`config.mk`:
```
export PLATFORM = sky130hd
export DESIGN_NAME = opcode_issue
export DESIGN_NICKNAME = d
export VERILOG_FILES = /design/src/rtl/opcode_issue_pkg.sv /design/src/rtl/opcode_issue_byte_fifo.sv /design/src/rtl/opcode_issue.sv
export SDC_FILE = /design/constraint.sdc
export NUM_CORES = 1
export LEC_CHECK = 0
export CORE_MARGIN = 3
export CORE_UTILIZATION = 25
export DETAILED_ROUTE_END_ITERATION = 7
export PLACE_DENSITY = 0.44
export SETUP_SLACK_MARGIN = 0.4
export SYNTH_ARGS = -nofsm -noshare
export SYNTH_HDL_FRONTEND = slang
export SYNTH_HIERARCHICAL = 1
export SYNTH_SLANG_ARGS = --single-unit
```
`constraint.sdc`:
```
create_clock -name clk -period 2.8 [get_ports clk]
set_input_delay 0.56 -clock clk [delete_from_list [all_inputs] [get_ports clk]]
set_output_delay 0.56 -clock clk [all_outputs]
set_load 0.02 [all_outputs]
```
`src/rtl/opcode_issue_pkg.sv`:
```
// Shared fetch-FSM encoding, defaults and small helpers for the opcode prefetch/issue block.
package opcode_issue_pkg;

  typedef enum logic [1:0] {
    ST_IDLE = 2'd0,
    ST_WAIT = 2'd1,
    ST_DROP = 2'd2
  } fetch_state_t;

  localparam int          DEF_DEPTH    = 4;
  localparam logic [15:0] DEF_RESET_PC = 16'h0000;
  localparam logic [7:0]  OPC_EMPTY    = 8'h00;

  function automatic logic [15:0] pc_inc(input logic [15:0] pc);
    return pc + 16'd1;
  endfunction

endpackage

```
`src/rtl/opcode_issue_byte_fifo.sv`:
```
// Prefetch byte FIFO: push/pop/flush with occupancy count; head reads OPC_EMPTY when empty.
module byte_fifo
  import opcode_issue_pkg::*;
#(
  parameter int DEPTH = DEF_DEPTH
) (
  input  logic                     clk,
  input  logic                     rst,
  input  logic                     i_push,
  input  logic [7:0]               i_din,
  input  logic                     i_pop,
  input  logic                     i_flush,
  output logic [$clog2(DEPTH):0]   o_count,
  output logic [7:0]               o_head,
  output logic                     o_empty
);

  localparam int AW = $clog2(DEPTH);
  localparam int CW = AW + 1;
  localparam logic [AW-1:0] PTR_ONE = AW'(1);
  localparam logic [CW-1:0] CNT_ONE = CW'(1);

  logic [7:0]    r_mem [DEPTH];
  logic [AW-1:0] r_rd_ptr;
  logic [AW-1:0] r_wr_ptr;
  logic [CW-1:0] r_count;

  // Storage needs no reset; the count alone decides what is valid.
  always_ff @(posedge clk) begin
    if (i_push && !i_flush) r_mem[r_wr_ptr] <= i_din;
  end

  always_ff @(posedge clk or posedge rst) begin
    if (rst) begin
      r_rd_ptr <= '0;
      r_wr_ptr <= '0;
      r_count  <= '0;
    end else if (i_flush) begin
      r_rd_ptr <= '0;
      r_wr_ptr <= '0;
      r_count  <= '0;
    end else begin
      if (i_push) r_wr_ptr <= r_wr_ptr + PTR_ONE;
      if (i_pop)  r_rd_ptr <= r_rd_ptr + PTR_ONE;
      case ({i_push, i_pop})
        2'b10:   r_count <= r_count + CNT_ONE;
        2'b01:   r_count <= r_count - CNT_ONE;
        default: r_count <= r_count;
      endcase
    end
  end

  assign o_count = r_count;
  assign o_empty = (r_count == '0);
  assign o_head  = o_empty ? OPC_EMPTY : r_mem[r_rd_ptr];

endmodule

```
`src/rtl/opcode_issue.sv`:
```
// Opcode prefetch and issue: byte fetcher feeding a small FIFO whose head is presented to microcode.
//   state | meaning
//   IDLE  | no request outstanding; issue when a FIFO slot is free
//   WAIT  | request outstanding, returned byte will be pushed
//   DROP  | request outstanding after a redirect, returned byte is discarded
module opcode_issue
  import opcode_issue_pkg::*;
#(
  parameter int          DEPTH    = DEF_DEPTH,
  parameter logic [15:0] RESET_PC = DEF_RESET_PC
) (
  input  logic        clk,
  input  logic        rst,
  input  logic        mc__more,
  input  logic        redirect_valid,
  input  logic [15:0] redirect_pc,
  output logic        mem_req,
  output logic [15:0] mem_addr,
  input  logic        mem_ack,
  input  logic [7:0]  mem_rdata,
  output logic [7:0]  oi__opcode,
  output logic [15:0] oi__pc,
  output logic        oi__stall
);

  localparam int CW = $clog2(DEPTH) + 1;
  localparam logic [CW-1:0] FULL_COUNT = CW'(DEPTH);

  fetch_state_t  r_state;
  fetch_state_t  w_state_nxt;
  logic [15:0]   r_fetch_pc;
  logic [15:0]   r_mem_addr;
  logic [15:0]   r_pc;
  logic [CW-1:0] w_count;
  logic          w_empty;
  logic          w_pop;
  logic          w_push;
  logic          w_issue;

  assign oi__stall = !mc__more && (w_empty || redirect_valid);
  assign w_pop     = !mc__more && !w_empty && !redirect_valid;
  assign w_push    = (r_state == ST_WAIT) && mem_ack && !redirect_valid;
  // A same-cycle pop frees a slot, so a full FIFO being drained keeps fetching.
  assign w_issue   = (r_state == ST_IDLE) && !redirect_valid &&
                     ((w_count < FULL_COUNT) || w_pop);

  always_comb begin
    w_state_nxt = r_state;
    mem_req     = 1'b0;
    case (r_state)
      ST_IDLE: begin
        if (w_issue) w_state_nxt = ST_WAIT;
      end
      ST_WAIT: begin
        mem_req = 1'b1;
        if (mem_ack)             w_state_nxt = ST_IDLE;
        else if (redirect_valid) w_state_nxt = ST_DROP;
      end
      ST_DROP: begin
        mem_req = 1'b1;
        if (mem_ack) w_state_nxt = ST_IDLE;
      end
      default: w_state_nxt = ST_IDLE;
    endcase
  end

  always_ff @(posedge clk or posedge rst) begin
    if (rst) r_state <= ST_IDLE;
    else     r_state <= w_state_nxt;
  end

  always_ff @(posedge clk or posedge rst) begin
    if (rst) begin
      r_fetch_pc <= RESET_PC;
      r_pc       <= RESET_PC;
      r_mem_addr <= 16'h0000;
    end else begin
      if (redirect_valid) begin
        r_fetch_pc <= redirect_pc;
        r_pc       <= redirect_pc;
      end else begin
        if (w_push) r_fetch_pc <= pc_inc(r_fetch_pc);
        if (w_pop)  r_pc       <= pc_inc(r_pc);
      end
      if (w_issue) r_mem_addr <= r_fetch_pc;
    end
  end

  assign mem_addr = r_mem_addr;
  assign oi__pc   = r_pc;

  byte_fifo #(.DEPTH(DEPTH)) u_fifo (
    .clk     (clk),
    .rst     (rst),
    .i_push  (w_push),
    .i_din   (mem_rdata),
    .i_pop   (w_pop),
    .i_flush (redirect_valid),
    .o_count (w_count),
    .o_head  (oi__opcode),
    .o_empty (w_empty)
  );

endmodule

```
==> results.ini <==
[layout]
mostFrequentLayoutCells=clkdlybuf4s50_1 (60), dfrtp_1 (57), mux2_2 (32), edfxtp_1 (32), buf_4 (21)
syn2layout_area_growth_pct=32.2
layout_commonest_cell=clkdlybuf4s50_1
antennaDiodeCount=0
drive_gt1_frac=0.219
final_nets=450

[route]
ant_nets=0
routed_wl_microns=10300
first_iter_violations=132
wire_per_inst_microns=16.3
drc_errors=0
vias=2796
avgViaCountPerCell=4.43
dr.pass1.iters=4

[sta]
fin_skew_ns=0.00773
rsz0062_at_grt=true
fin_crit_sh=0.851
fin_ws_ns=0.417
fmax_ghz=0.420
setup-tns-final_ns=0
tightest_slew_ns=0.814
layout_min_cycle_time_ns=2.38
final-hold-violation-count=0
slew_headroom=0.457
setup_viol=0
maxSlewViolCount=0

[floorplan]
die_area_sq_um=18300
initial_core_util=0.260
fp-row-count=46
die_h_microns=135
die_x_microns=135
core_area_sq_um=16100
io_pins=71

[yosys]
yosysUniqueCellTypes=45
yosysTopAreaCell=dfrtp_1
yosysTopAreaCellShare=0.341
synth.avg_cell_area_sq_um=13.1
synth.area.top_cells=dfrtp_1 (34%), edfxtp_1 (23%), mux2_2 (8.6%), mux4_2 (4.3%), xnor2_1 (3.1%)
synth_area_sq_um=4190
netlist_instances=319
ys_ff_latch=89
async_reset_ff_frac=0.640
synth-seq-area-share=0.570
syn_nets=359
synthFlopType=dfrtp_1
ys_warn_count=6
synth_edf_count=32

[cts]
path_clk_slew_ns=0.06
cts_root_buffer=clkbuf_16
cts_hold_buf=0
cts.sinks=89
cts_buffers=9
clk_path_buf_depth=2
clock_latency_ns=0.34
cts_tree=built
ctsHtreeMaxLevel=3

[pwr]
leakage_uw=0.00209
irDropWorstVdd_v=0.000340
p_seq_frac=0.412
combPwrFrac=0.318
p_sw_uw=1300
p_per_area_nw_per_um2=760
switching_share=0.309
p_clk_frac=0.270
internal_power_uw=2910

[setup_path]
end_kind=primary output
rr_worst_depth=9
r2r-start=r_state[1]
worstPathArrival_ns=1.82
worst_ep_required_time_ns=2.24
r2r_end=u_fifo/o_count[2]
cp-start-kind=flip-flop
cp_max_fo=9
critical_path_class=flip-flop to primary output
rrSetupSlack_ns=0.69

[grt]
grt_antenna_before_repair=0
grt_pass1_vias=2952
grt-ovfl-total=0
grt.total_usage=0.118
grt_pass1_wl_microns=16500
grt_max_degree=36

[place]
portBuffers=70
gp_congestion=0.842
place_ws_ns=0.240
dp_hpwl_microns=7540

[worst_hold_path]
min_from=mem_addr[12]
hold_path_end=mem_addr[12]
min_path_type=flip-flop to flip-flop
whs_path_depth=2

[flow_run]
cap_violations=0

[run_status]
status=finished clean

cell families (layout without fill, tap and decap cells):
group                    Yosys count  in the layout  share of synthesized area
XOR/XNOR                          23             23                     0.0481
adder cells (fa/ha/maj)           11             11                     0.0347
AND/OR/NAND/NOR                   95             95                      0.129
buffers and inverters             22            118                     0.0248
AO/OA/AOI/OAI                     35             35                     0.0544
multiplexers                      44             44                      0.139
flip-flops                        89             89                      0.570
state kept, by name (all words and copies together) (netlist names):
| register | cells |
|---|---|
| u_fifo/r_rd_ptr | 2 |
| u_fifo/o_count | 3 |
| r_fetch_pc | 16 |
| mem_addr | 16 |
| u_fifo/r_wr_ptr | 2 |
| oi__pc | 16 |
| r_state | 2 |
| u_fifo/r_mem | 32 |
how the worst max path moves through the flow:
stage | slack, ns | to | startpoint
floorplan | 0.58 | u_fifo/o_count[2] | u_fifo/o_count[1]
global placement | 0.22 | oi__pc[11] | mc__more
detailed placement | 0.24 | oi__pc[11] | mc__more
CTS | 0.37 | oi__opcode[2] | u_fifo/r_rd_ptr[0]
global route | 0.35 | oi__opcode[2] | u_fifo/r_rd_ptr[0]
finish | 0.42 | oi__opcode[3] | u_fifo/r_rd_ptr[0]
final cells by class:
class                           instances  area [sq um]
Timing Repair Buffer                   92           861
Fill cell                            1635         10600
Tap cell                              216           270
Clock inverter                          2          12.5
Sequential cell                        89          2390
Inverter                               10          37.5
Multi-Input combinational cell        208          1700
Clock buffer                           14           268
power groups by stage:
stage          logic (uW)  registers (uW)  clock network [uW]
6_report             1340            1740                1140
5_1_grt              1460            1760                1230
4_1_cts              1360            1740                1180
3_5_place_dp         1370            1760                   0
3_3_place_gp         1360            1750                   0
2_1_floorplan         611            1890                   0
cells in the mapped netlist, types with 5 or more instances:
cell type and number:
xor2_1 8, and2_1 5, xnor2_1 15, nor2b_1 10, nand4_1 12, inv_1 9
nor2_1 17, dfrtp_1 57, nand3_1 6, mux2_2 32, edfxtp_1 32, o21ai_0 9
a21oi_1 6, ha_1 10, o31a_1 5, nor3_1 11, nand2_1 11, mux4_2 8
a31oi_1 5, o21a_1 7
per-layer routing:
| metal | track usage | vias to the layer above | routed length [microns] |
|---|---|---|---|
| li1 | - | 1360 | - |
| met1 | 0.147 | 1362 | 4660 |
| met2 | 0.200 | 65 | 5100 |
| met3 | 0.0334 | 9 | 409 |
| met4 | 0.0336 | 0 | 112 |
| met5 | 0 | - | 0 |
metrics by stage:
| stage | std cells | instance area (sq um) | total power, uW | utilization | hold WS [ns] |
|---|---|---|---|---|---|
| final | 631 | 5530 | 4210 | 0.343 | 0.484 |
| after global routing | 631 | 5530 | 4460 | 0.343 | 0.525 |
| after CTS | 628 | 5520 | 4280 | 0.343 | 0.487 |
| after detailed placement | 611 | 5230 | 3130 | 0.324 | 0.473 |
| after global placement | 611 | 5230 | 3110 | 0.324 | 0.468 |
| after floorplan | 319 | 4190 | 2500 | - | 0.363 |
worst max-delay path, stage by stage, from the launching register on:
cell and delay [ns]:
dfrtp_1 0.35, buf_8 0.15, mux4_2 0.51, nor2b_1 0.14, dlygate4sd2_1 0.32
what timing repair did:
action	CTS	global route
pin swaps	0	0
resized for setup	20	5
buffers inserted	1	3
hold endpoints to repair	0	0
setup endpoints to repair	9	8
Note: power is estimated with default switching activity, not from simulation.
